$ cat config.mk
export PLATFORM = sky130hd
export DESIGN_NAME = fp_div_arbiter
export DESIGN_NICKNAME = d
export VERILOG_FILES = /design/src/rtl/fp_div_arbiter.sv
export SDC_FILE = /design/constraint.sdc
export NUM_CORES = 1
export LEC_CHECK = 0
export CORE_MARGIN = 4
export CORE_UTILIZATION = 39
export CTS_BUF_LIST = sky130_fd_sc_hd__clkbuf_16
export DETAILED_ROUTE_END_ITERATION = 8
export GPL_TIMING_DRIVEN = 0
export PLACE_DENSITY = 0.81
export SYNTH_ARGS = -nofsm -noshare
export SYNTH_HDL_FRONTEND = slang
export SYNTH_SLANG_ARGS = --single-unit
$ cat constraint.sdc
create_clock -name clk -period 2.54 [get_ports clk]
set_clock_uncertainty 0.2 [all_clocks]
set_input_delay 0.254 -clock clk [delete_from_list [all_inputs] [get_ports clk]]
set_output_delay 0.254 -clock clk [all_outputs]
set_load 0.005 [all_outputs]
$ cat src/rtl/fp_div_arbiter.sv
// fp_div_arbiter
// Two-port round-robin front end for one shared combinational single-precision
// divider. Operands are registered and held for SETTLE_CYCLES so the divider
// can be timed as a multicycle path; the quotient and exception flag are then
// captured and returned on a shared response channel tagged with the requester.
// Optional build macro: FP_DIV_ZERO_BYPASS_EN -- zero divisors are answered
// locally (NaN or signed infinity, exception set) one cycle after accept.
module fp_div_arbiter #(
    parameter int unsigned SETTLE_CYCLES = 4,
    parameter int unsigned CNT_W         = 8
) (
    input  logic        clk,
    input  logic        rst_n,
    input  logic        req0_valid,
    output logic        req0_ready,
    input  logic [31:0] req0_a,
    input  logic [31:0] req0_b,
    input  logic        req1_valid,
    output logic        req1_ready,
    input  logic [31:0] req1_a,
    input  logic [31:0] req1_b,
    output logic        resp_valid,
    input  logic        resp_ready,
    output logic        resp_id,
    output logic [31:0] resp_result,
    output logic        resp_exception,
    output logic [31:0] div_a,
    output logic [31:0] div_b,
    input  logic [31:0] div_result,
    input  logic        div_exception,
    output logic        busy
);

    typedef enum logic [1:0] {
        ST_IDLE = 2'd0,
        ST_WAIT = 2'd1,
        ST_RESP = 2'd2
    } state_t;

    localparam logic [CNT_W-1:0] CNT_LOAD = CNT_W'(SETTLE_CYCLES - 1);
    localparam logic [CNT_W-1:0] CNT_ONE  = CNT_W'(1);
    localparam logic [CNT_W-1:0] CNT_ZERO = CNT_W'(0);

    state_t      state_r;
    state_t      state_nxt_s;
    logic        last_grant_r;
    logic [CNT_W-1:0] cnt_r;
    logic        grant_s;
    logic        sel_valid_s;
    logic [31:0] sel_a_s;
    logic [31:0] sel_b_s;
    logic        accept_s;
    logic        capture_s;
    logic        resp_hs_s;
    logic        bypass_s;
    logic [31:0] bypass_result_s;

    assign accept_s  = (state_r == ST_IDLE) && sel_valid_s;
    assign capture_s = (state_r == ST_WAIT) && (cnt_r == CNT_ZERO);
    assign resp_hs_s = (state_r == ST_RESP) && resp_ready;

`ifdef FP_DIV_ZERO_BYPASS_EN
    // A zero divisor (either sign) never needs the divider: 0/0 is NaN, x/0 is signed infinity.
    assign bypass_s        = accept_s && (sel_b_s[30:0] == 31'd0);
    assign bypass_result_s = (sel_a_s[30:0] == 31'd0) ? 32'h7FC0_0000
                                                      : {sel_a_s[31] ^ sel_b_s[31], 31'h7F80_0000};
`else
    assign bypass_s        = 1'b0;
    assign bypass_result_s = 32'h0000_0000;
`endif

    // Round-robin grant: a lone requester wins, contention goes to the port not served last.
    always_comb begin
        grant_s = 1'b0;
        if (req0_valid && req1_valid) begin
            grant_s = ~last_grant_r;
        end else if (req1_valid) begin
            grant_s = 1'b1;
        end else begin
            grant_s = 1'b0;
        end
    end

    // Steer the granted requester's valid and operands toward the operand registers.
    always_comb begin
        sel_valid_s = req0_valid;
        sel_a_s     = req0_a;
        sel_b_s     = req0_b;
        if (grant_s) begin
            sel_valid_s = req1_valid;
            sel_a_s     = req1_a;
            sel_b_s     = req1_b;
        end else begin
            sel_valid_s = req0_valid;
            sel_a_s     = req0_a;
            sel_b_s     = req0_b;
        end
    end

    // State register.
    always_ff @(posedge clk or negedge rst_n) begin
        if (!rst_n) begin
            state_r <= ST_IDLE;
        end else begin
            state_r <= state_nxt_s;
        end
    end

    // Next-state logic: accept, settle, then hold the response until consumed.
    always_comb begin
        state_nxt_s = state_r;
        case (state_r)
            ST_IDLE: begin
                if (accept_s) begin
                    state_nxt_s = bypass_s ? ST_RESP : ST_WAIT;
                end else begin
                    state_nxt_s = ST_IDLE;
                end
            end
            ST_WAIT: begin
                if (capture_s) begin
                    state_nxt_s = ST_RESP;
                end else begin
                    state_nxt_s = ST_WAIT;
                end
            end
            ST_RESP: begin
                if (resp_hs_s) begin
                    state_nxt_s = ST_IDLE;
                end else begin
                    state_nxt_s = ST_RESP;
                end
            end
            default: begin
                state_nxt_s = ST_IDLE;
            end
        endcase
    end

    // Output decode: ready only in IDLE for the granted valid port, busy outside IDLE.
    always_comb begin
        req0_ready = 1'b0;
        req1_ready = 1'b0;
        busy       = 1'b0;
        if (state_r == ST_IDLE) begin
            req0_ready = ~grant_s & req0_valid;
            req1_ready = grant_s & req1_valid;
        end else begin
            busy = 1'b1;
        end
        resp_valid = (state_r == ST_RESP);
    end

    // Settle counter: loaded on accept, counts down to zero while waiting.
    always_ff @(posedge clk or negedge rst_n) begin
        if (!rst_n) begin
            cnt_r <= CNT_ZERO;
        end else if (accept_s) begin
            cnt_r <= CNT_LOAD;
        end else if ((state_r == ST_WAIT) && (cnt_r != CNT_ZERO)) begin
            cnt_r <= cnt_r - CNT_ONE;
        end else begin
            cnt_r <= cnt_r;
        end
    end

    // Operand and tag registers: loaded on accept and held until the next accept.
    always_ff @(posedge clk or negedge rst_n) begin
        if (!rst_n) begin
            div_a   <= 32'h0000_0000;
            div_b   <= 32'h0000_0000;
            resp_id <= 1'b0;
        end else if (accept_s) begin
            div_a   <= sel_a_s;
            div_b   <= sel_b_s;
            resp_id <= grant_s;
        end else begin
            div_a   <= div_a;
            div_b   <= div_b;
            resp_id <= resp_id;
        end
    end

    // Response capture: divider output after the settle window, or the local zero-divisor answer.
    always_ff @(posedge clk or negedge rst_n) begin
        if (!rst_n) begin
            resp_result    <= 32'h0000_0000;
            resp_exception <= 1'b0;
        end else if (bypass_s) begin
            resp_result    <= bypass_result_s;
            resp_exception <= 1'b1;
        end else if (capture_s) begin
            resp_result    <= div_result;
            resp_exception <= div_exception;
        end else begin
            resp_result    <= resp_result;
            resp_exception <= resp_exception;
        end
    end

    // Fairness history: the port whose response was just consumed loses the next tie.
    always_ff @(posedge clk or negedge rst_n) begin
        if (!rst_n) begin
            last_grant_r <= 1'b1;
        end else if (resp_hs_s) begin
            last_grant_r <= resp_id;
        end else begin
            last_grant_r <= last_grant_r;
        end
    end

endmodule

==> reports/metrics.csv <==
stage,metric,value,unit
drt,drc,0,
yosys,ys_warn_count,0,
grt,grt_max_degree,56,
drt,avgViaCountPerCell,5.103,
floorplanning,core_area,12160,sq um
flow_run,max-cap-violations,0,
drt,drt_wl_total,16.22,mm
clocking,cts.htree.levels,3,
yosys,ys_async_sr_fraction,100.0,%
worst_setup_path,crit_path_cell_trace,clkdlybuf4s50_1 -> a21boi_4 -> buf_6 -> buf_4 -> nor2_1 -> clkdlybuf4s50_1,
grt,grt_pass1_vias,4866,
floorplanning,ioPinCount,268,
sta,drv_slew,0,
place,hpwlAfterDp,12.59,mm
finish,nets,876,
sta,fin_tns_setup,0,ns
yosys,synth_area_leaders,"dfrtp_1 55%, a21oi_1 14%, mux2i_1 13%",
grt,gr-usage-all-layers,21.92,%
finish,drive_gt1_share,10.25,%
yosys,synth_edf_count,0,
yosys,synth_area,4912,sq um
worst_setup_path,arrival,1.99,ns
sta,hold_viol,0,
sta,tightest_slew,0.7171,ns
finish,nFillCells,938,
power,p_leak,3.440,nW
drt,drt-met1-wl,5.982,mm
worst_setup_path,critPathBufInv,4,
yosys,synth.avg_cell_area,11.56,sq um
drt,route.top_layer_used,met4,
grt,grt_overflow_total,0,
yosys,synth_cell_type_count,37,
place,placed_cell_area,7820,sq um
drt,drtIter0Drc,176,
finish,post-route-util,67.43,%
drt,dr.pass1.iters,4,
worst_setup_path,path_class,in2out,
sta,max_freq,409.8,MHz
worst_setup_path,slowest_delay,0.55,ns
yosys,synth_top_area_cell,dfrtp_1,
finish,layout-area-overhead-vs-synth,66.94,%
sta,min_period,2.440,ns
worst_setup_path,cp.required,2.09,ns
finish,antennaDiodeCount,0,
sta,setup_viol,0,
worst_setup_path,cp_top_family,buffers and inverters,
yosys,syn_nets,592,
yosys,synth_flop_cell,dfrtp_1,
clocking,clk_pin_slew,0.07,ns
place,place_ws,-0.4479,ns
floorplanning,die_y,120.2,um
hold_path,hold_path_class,reg2reg,
worst_setup_path,critPathMaxFanout,10,
clocking,worstSkewPairLatency,0.33,ns
yosys,yosysSeqAreaShare,55.55,%
worst_setup_path,critical_path.most_common_cell,clkdlybuf4s50_1,
grt,grt_pass1_wl,25.33,mm
sta,slew_headroom,52.19,%
worst_setup_path,cp-start-kind,input port,
yosys,synth_cells,425,
drt,dr_total_vias,4491,
finish,finalInstanceArea,8200,sq um
floorplanning,die-area,14460,sq um
grt,antenna_found_initial,0,
place,gp_congestion,0.8079,
power,vdd_drop_max,0.0004812,V
power,power_density,1063,nW/um^2
yosys,ys_ff_latch,109,
clocking,cts_sinks,109,
sta,layout_setup_ws,0.09989,ns
yosys,synth_top_area_share,55.02,%
worst_setup_path,r2r_slack,0.17,ns
drt,wire_per_inst,18.43,um
yosys,synth_commonest_cells,"134 x a21oi_1, 108 x dfrtp_1, 66 x mux2i_1",
worst_setup_path,slowest_stage,clkdlybuf4s50_1,
sta,fin_crit_sh,96.07,%
run_status,outcome,"finished, final reports clean",
floorplanning,rows,40,
power,power,8.713,mW
yosys,yosysMostFrequentCell,a21oi_1,
drt,route.met2.wl,8.618,mm
drt,met3_length,1.254,mm
floorplanning,start_util,40.39,%
place,port_buffers,267,
clocking,cts_tree,done,
clocking,clk_path_buf_depth,2,
clocking,cts_made_buffers,9,
worst_setup_path,end_kind,output port,
clocking,cts_root_buffer,clkbuf_16,
floorplanning,chipWidth,120.2,um
drt,drtAntennaViolNets,0,
## flip-flops by register name, indices dropped and copies added (netlist names)
name	cells
div_b	32
last_grant_r	1
resp_exception	1
state_r	2
div_a	32
resp_result	32
resp_id	1
cnt_r	8
## worst register-to-register path, stage by stage (launching register included)
cell     delay, ns
dfrtp_1       0.38
inv_1         0.10
ha_1          0.25
nor4b_2       0.48
nand3_2       0.25
buf_2         0.27
mux2_1        0.33
## layer usage
| layer | vias up | GRT usage [%] |
|---|---|---|
| met3 | 23 | 6.548 |
| met1 | 2184 | 24.68 |
| met5 | - | 0 |
| li1 | 2118 | - |
| met2 | 166 | 39.59 |
| met4 | 0 | 7.365 |
## report_power, final
part / switching, mW / internal [mW]
registers: 0.529 / 2.60
clock network: 0.593 / 0.844
logic: 1.71 / 2.44
## placed cells by master, fill, tap and decap left out, types with 5 or more instances in the layout
master,count
clkdlybuf4s50_1,265
a21oi_1,134
dfrtp_1,106
mux2i_1,66
mux2_2,31
clkbuf_1,16
buf_2,10
clkbuf_16,9
inv_1,7
buf_4,7
nor2_1,6
nand2_1,5
## per-stage QoR
step	hold WS (ns)	std cells
finish	0.2998	880
global route	0.2989	880
CTS	0.2918	878
detailed placement	0.1516	861
global placement	0.2769	860
floorplan	-0.2416	425
## path summary, 6_finish.rpt
path / from / endpoint / cells after the start
min in group asynchronous: rst_n / resp_result[24] / 2
setup / recovery: req1_valid / req0_ready / 6
max in group asynchronous: rst_n / last_grant_r / 3
hold reg to reg: resp_result[28] / resp_result[28] / 1
hold / removal: resp_result[28] / resp_result[28] / 1
setup reg to reg: cnt_r[1] / resp_result[28] / 6
## timing repair
action	in CTS	in global routing
setup endpoints to repair	13	1
setup buffers	2	2
hold endpoints to repair	54	0
gates cloned	0	0
resized for setup	9	7
hold buffers	1	0
pin swaps	2	1
## logic make-up after synthesis
kind of cell	count (synthesis)	share of synthesized area [%]
buffers and inverters	35	2.980
AOI/OAI and AO/OA	149	15.94
adders and majority gates	1	0.2547
and+or+nand+nor	31	4.025
DFF	109	55.55
muxes	100	21.24
## layout make-up
type	instances	area, sq um	share of cell area, %
plain buffers	31	151.4	1.846
clock buffers	9	225.2	2.746
clock inverters	5	71.32	0.8697
inverters	4	15.01	0.1831
multi-input cells	281	2056	25.07
flip-flops and latches	109	2731	33.31
well taps	168	210.2	2.563
repair buffers	273	2740	33.41
No activity file was read; power rests on OpenSTA's default activity.
==> variant 1: new RTL, config.mk and constraints unchanged <==
Encoding of `state_t`: now one-hot (3 bits for 3 states).
--- a/src/rtl/fp_div_arbiter.sv
+++ b/src/rtl/fp_div_arbiter.sv
@@ -33,6 +33,6 @@
 
-    typedef enum logic [1:0] {
-        ST_IDLE = 2'd0,
-        ST_WAIT = 2'd1,
-        ST_RESP = 2'd2
+    typedef enum logic [2:0] {
+        ST_IDLE = 3'b001,
+        ST_WAIT = 3'b010,
+        ST_RESP = 3'b100
     } state_t;
Behaviour: same outputs for any inputs over 10 cycles, from zero or initial values and one cycle with rst_n low; not proved beyond that.
==> variant 1 against the original RTL <==
- register-to-register slack gained 0.12 ns
- routed wire length shrank 2.3%
- via count grew 1.4%
- power shrank 5.5%
- sequential cell count grew 1
- critical endpoint unchanged
- area after synthesis grew 3.4%
- final area grew 1.1%
- critical path depth shrank 1
- setup slack lost 0.021 ns
- critical path type is now reg -> out
- final cell count grew 0.57%
==> variant 1: results (changes against the original RTL) <==
[outcome]
outcome=finished clean

[critical_path]
crit_slowest_cell=dfstp_2
r2r_end=cnt_r[0]
critPathArrivalTime_ns=2.01  ; +0.02 ns
regToRegSetupSlack_ns=0.29  ; +0.12 ns
cp-startpoint=state_r[0]
max_stage_delay_ns=0.58  ; +0.03 ns
ff2ff_path_depth=5  ; -1
reg2reg_from=cnt_r[0]

[placed_design]
dp_cells=865  ; +0.46%
dpl_cell_area_mm2=0.007991  ; +2.2%
gp_congestion=0.8296  ; +2.7%
dp_hpwl_um=12380  ; -1.7%

[cells_and_area]
drive_gt1_share_pct=10.10  ; -0.15 points
fin_cells=885  ; +0.57%

[grt]
grt_use_met1_pct=23.24  ; -1.4 points
grtUsageMet2_pct=35.70  ; -3.9 points
grt.total_usage_pct=20.78  ; -1.1 points
grt_max_degree=57  ; +1.8%
grt_util_met3_pct=7.567  ; +1.0 points
grt_pass1_vias=4733  ; -2.7%
grt_pass1_wl_um=23860  ; -5.8%

[hold_path]
min_from=resp_result[31]
whs_endpoint=resp_result[31]
hold_class=reg -> reg

[route]
drt_iter0_drc=301  ; +71%
routed_wl_um=15850  ; -2.3%
met1_length_um=6014  ; +0.53%
vias_per_cell=5.147  ; +0.85%
wl_met3_um=1556  ; +24%
route.met2.wl_um=7847  ; -8.9%

[logic_synthesis]
ys_top_cells_by_count=129 x o21ai_0, 108 x dfrtp_1, 68 x mux2i_1
synth_seq_area_share_pct=54.25  ; -1.3 points
synth.avg_cell_area_um2=11.95  ; +3.4%
yosys-top-cells-area=dfrtp_1 53%, mux2i_1 13%, o21ai_0 13%, mux2_4 8.6%, clkbuf_1 1.5%

[pwr]
internal_power_w=0.005648  ; -3.9%
p_leak_nw=3.614  ; +5.1%
ir_worst_vdd_uv=403.5  ; -16%

[clocking]
insertion_delay_ns=0.34

[sta]
tightest_slew_ns=0.7262  ; +0.009069 ns

variant 1: cell count changes in the layout (fill, tap and decap cells not counted), moves of 3 or more:
cell and change:
a21oi_1 -128, o21ai_0 +125, mux2_4 +29, mux2_2 -26, buf_2 -4, nor3b_1 +4
clkbuf_1 +3, clkinv_1 +3, mux2_1 -3, o21ai_1 +3
variant 1: kinds of logic after synthesis:
group | share of synthesized area (%)
compound gates | 15.05
flops | 54.25
mux | 23.08
buf+inv | 3.227
simple gates | 4.139
fa+ha+maj | 0.2463
variant 1: metrics by stage:
step / hold slack (ns) / setup slack (ns) / total power [W]
finish: 0.3065 / 0.07873 / 0.008235
global route: 0.3184 / 0.005570 / 0.008791
CTS: 0.3092 / 0.03444 / 0.008305
detailed placement: 0.1659 / -0.4400 / 0.006994
global placement: 0.2869 / -3.005 / 0.006846
floorplan: -0.2416 / 0.5756 / 0.004549
variant 1: layout make-up:
type	count	area (um2)
clock inverters	7	26.28
well taps	172	215.2
clock buffers	9	225.2
flip-flops and latches	110	2755
multi-input cells	280	2166
fillers	1002	4379
plain buffers	29	142.6
inverters	4	18.77
repair buffers	274	2743
variant 1: power groups by stage:
| stage | Combinational [W] | Sequential (W) | Clock (W) |
|---|---|---|---|
| after floorplan | 0.00145 | 0.00310 | 0 |
| after global placement | 0.00380 | 0.00305 | 0 |
| after detailed placement | 0.00389 | 0.00311 | 0 |
| after CTS | 0.00394 | 0.00309 | 0.00127 |
| after global routing | 0.00426 | 0.00318 | 0.00135 |
| final | 0.00392 | 0.00308 | 0.00123 |
variant 1: repair_timing:
action | 4_1_cts | 5_1_grt
endpoints found under the setup margin | 3 | 2
resized for setup | 5 | 0
setup buffers | 2 | 3
hold endpoints to repair | 52 | 0
hold buffers | 1 | 0
==> variant 2: new RTL, same settings <==
Made on the original files. `CNT_W`: 8 -> 10.
--- a/src/rtl/fp_div_arbiter.sv
+++ b/src/rtl/fp_div_arbiter.sv
@@ -9,3 +9,3 @@
     parameter int unsigned SETTLE_CYCLES = 4,
-    parameter int unsigned CNT_W         = 8
+    parameter int unsigned CNT_W         = 10
 ) (
Check against the original RTL: no difference found for any inputs over 10 cycles, from zero or initial values and one cycle with rst_n low; that may be too few to reach the edited logic, so the function may still have changed.
==> variant 2 against the original RTL <==
- final area is 0.90% lower
- core utilization decreased by 0.61 points
- routed wire length is 4.3% lower
- area after synthesis decreased by 0.38%
- sequential cell count increased by 2
- die area shrank 0.36%
- setup slack gained 0.080 ns
- critical endpoint is now resp_result[22]
Power is not compared: it rests on default switching activity, and its combinational part moved more than twofold at a synthesized area within 25%.
==> variant 2: results (changes against the original RTL) <==
[clocking]
clock-root-buffer=clkbuf_16
numCtsBuffers=9  ; unchanged
cts_hold_buf=1  ; unchanged
clkTransAtPathRegs_ns=0.08
post_cts_buffers=0  ; -2
clock_path_buffers=2  ; unchanged
insertion_delay_ns=0.34
cts.htree.levels=3  ; unchanged
ctsResizeCount=6  ; -3

[logic_synthesis]
syn_nets=591  ; -0.17%
yosys-top-cells-area=dfrtp_1 56%, mux2i_1 13%, mux2_2 7.8%, o21ai_0 6.9%, nand2_1 5.4%
ys_top_cells_by_count=110 x dfrtp_1, 70 x nand2_1, 67 x o21ai_0
yosysWarnings=0  ; unchanged
synth.avg_cell_area_um2=11.57  ; about the same
synthArstFlopShare_pct=100.0  ; unchanged
synth_cell_type_count=38  ; +2.7%
synth_seq_area_share_pct=56.79  ; +1.2 points

[cells_and_area]
nFillCells=937  ; -0.11%
drive_gt1_share_pct=10.03  ; -0.22 points
final_nets=871  ; -0.57%
multi_input_area_mm2=0.001987  ; -3.3%
top_regs=div_a (32), div_b (32), resp_result (32)
antenna_cells=0  ; unchanged

[grt]
grt_max_degree=70  ; +25%
antenna_found_initial=0  ; unchanged
grt.total_usage_pct=21.22  ; -0.70 points
grt_pass1_wl_um=24120  ; -4.8%
grt_pass1_vias=4598  ; -5.5%

[route]
routed-via-count=4351  ; -3.1%
route.detailed.drc=0  ; unchanged
drt_iter0_drc=215  ; +22%
vias_per_cell=4.967  ; -2.7%
wire_per_inst_um=17.72  ; -3.8%
drt_first_pass_iters=4  ; unchanged

[outcome]
outcome=finished clean

[sta]
slew_headroom_pct=55.70  ; +3.5 points

[placed_design]
dp_hpwl_um=12440  ; -1.2%
gp_congestion=0.8245  ; +2.1%
dpl_cell_area_mm2=0.007801  ; -0.24%
port_buffers=267  ; unchanged
dp_cells=859  ; -0.23%

[critical_path]
cp-startpoint=cnt_r[6]
max_stage_delay_ns=0.42  ; -0.13 ns
cpLargestDelayFamily=simple AND/OR/NAND/NOR gates
crit_slowest_cell=dfrtp_1
cp_max_fo=10  ; unchanged
critPathArrivalTime_ns=2.39  ; +0.40 ns

[hold_path]
hold_class=in -> async

[pwr]
p_leak_nw=3.607
ir_worst_vdd_uv=281.0

[variant 2: power by group]
group	switching, W	internal [W]	total (W)
logic	0.000126	0.000278	0.000404
registers	0	0.00177	0.00177
clock network	0.000667	0.000679	0.00135
total	0.000794	0.00272	0.00352
[variant 2: kinds of logic (layout without fill, tap and decap cells)]
group,count (synthesis),count (layout),share of synthesized area [%]
flip-flops,111,111,56.79
multiplexers,98,98,20.92
AND/OR/NAND/NOR,95,95,8.821
AO/OA/AOI/OAI,87,87,10.05
buffers and inverters,30,315,2.915
adder cells (fa/ha/maj),2,2,0.5113
[variant 2: metrics by stage]
stage               hold slack, ns  total power (W)  worst slack [ns]
global placement            0.2609         0.002193            -3.103
detailed placement         0.08121         0.002204           -0.4885
finish                      0.2565         0.003516            0.1801
floorplan                  -0.2416         0.001885            0.5000
CTS                         0.2630         0.003548           0.02023
global route                0.2967         0.003636           0.04335
[variant 2: worst paths after layout]
check                             endpoint  slack [ns]  depth (start not counted)
max reg2reg                resp_result[22]        0.18                          5
min reg2reg                       div_b[3]        0.28                          2
max in group asynchronous     last_grant_r        1.13                          3
max                        resp_result[22]        0.18                          5
min                              div_a[23]        0.26                          2
min in group clk                  div_b[3]        0.28                          2
[variant 2: cell type report]
cell class / instances / share of cell area (%)
inverters: 5 / 0.2309
well taps: 168 / 2.587
plain buffers: 25 / 1.678
clock inverters: 7 / 0.7082
repair buffers: 269 / 33.38
clock buffers: 9 / 2.771
multi-input cells: 282 / 24.45
flip-flops and latches: 111 / 34.20
[variant 2: per-layer routing]
metal / wire (um) / track usage [%] / share of wire (%)
met1: 5983 / 24.37 / 39
met2: 7767 / 37.34 / 50
met3: 1393 / 6.268 / 9.0
met4: 381 / 7.802 / 2.5
met5: 0 / 0 / 0
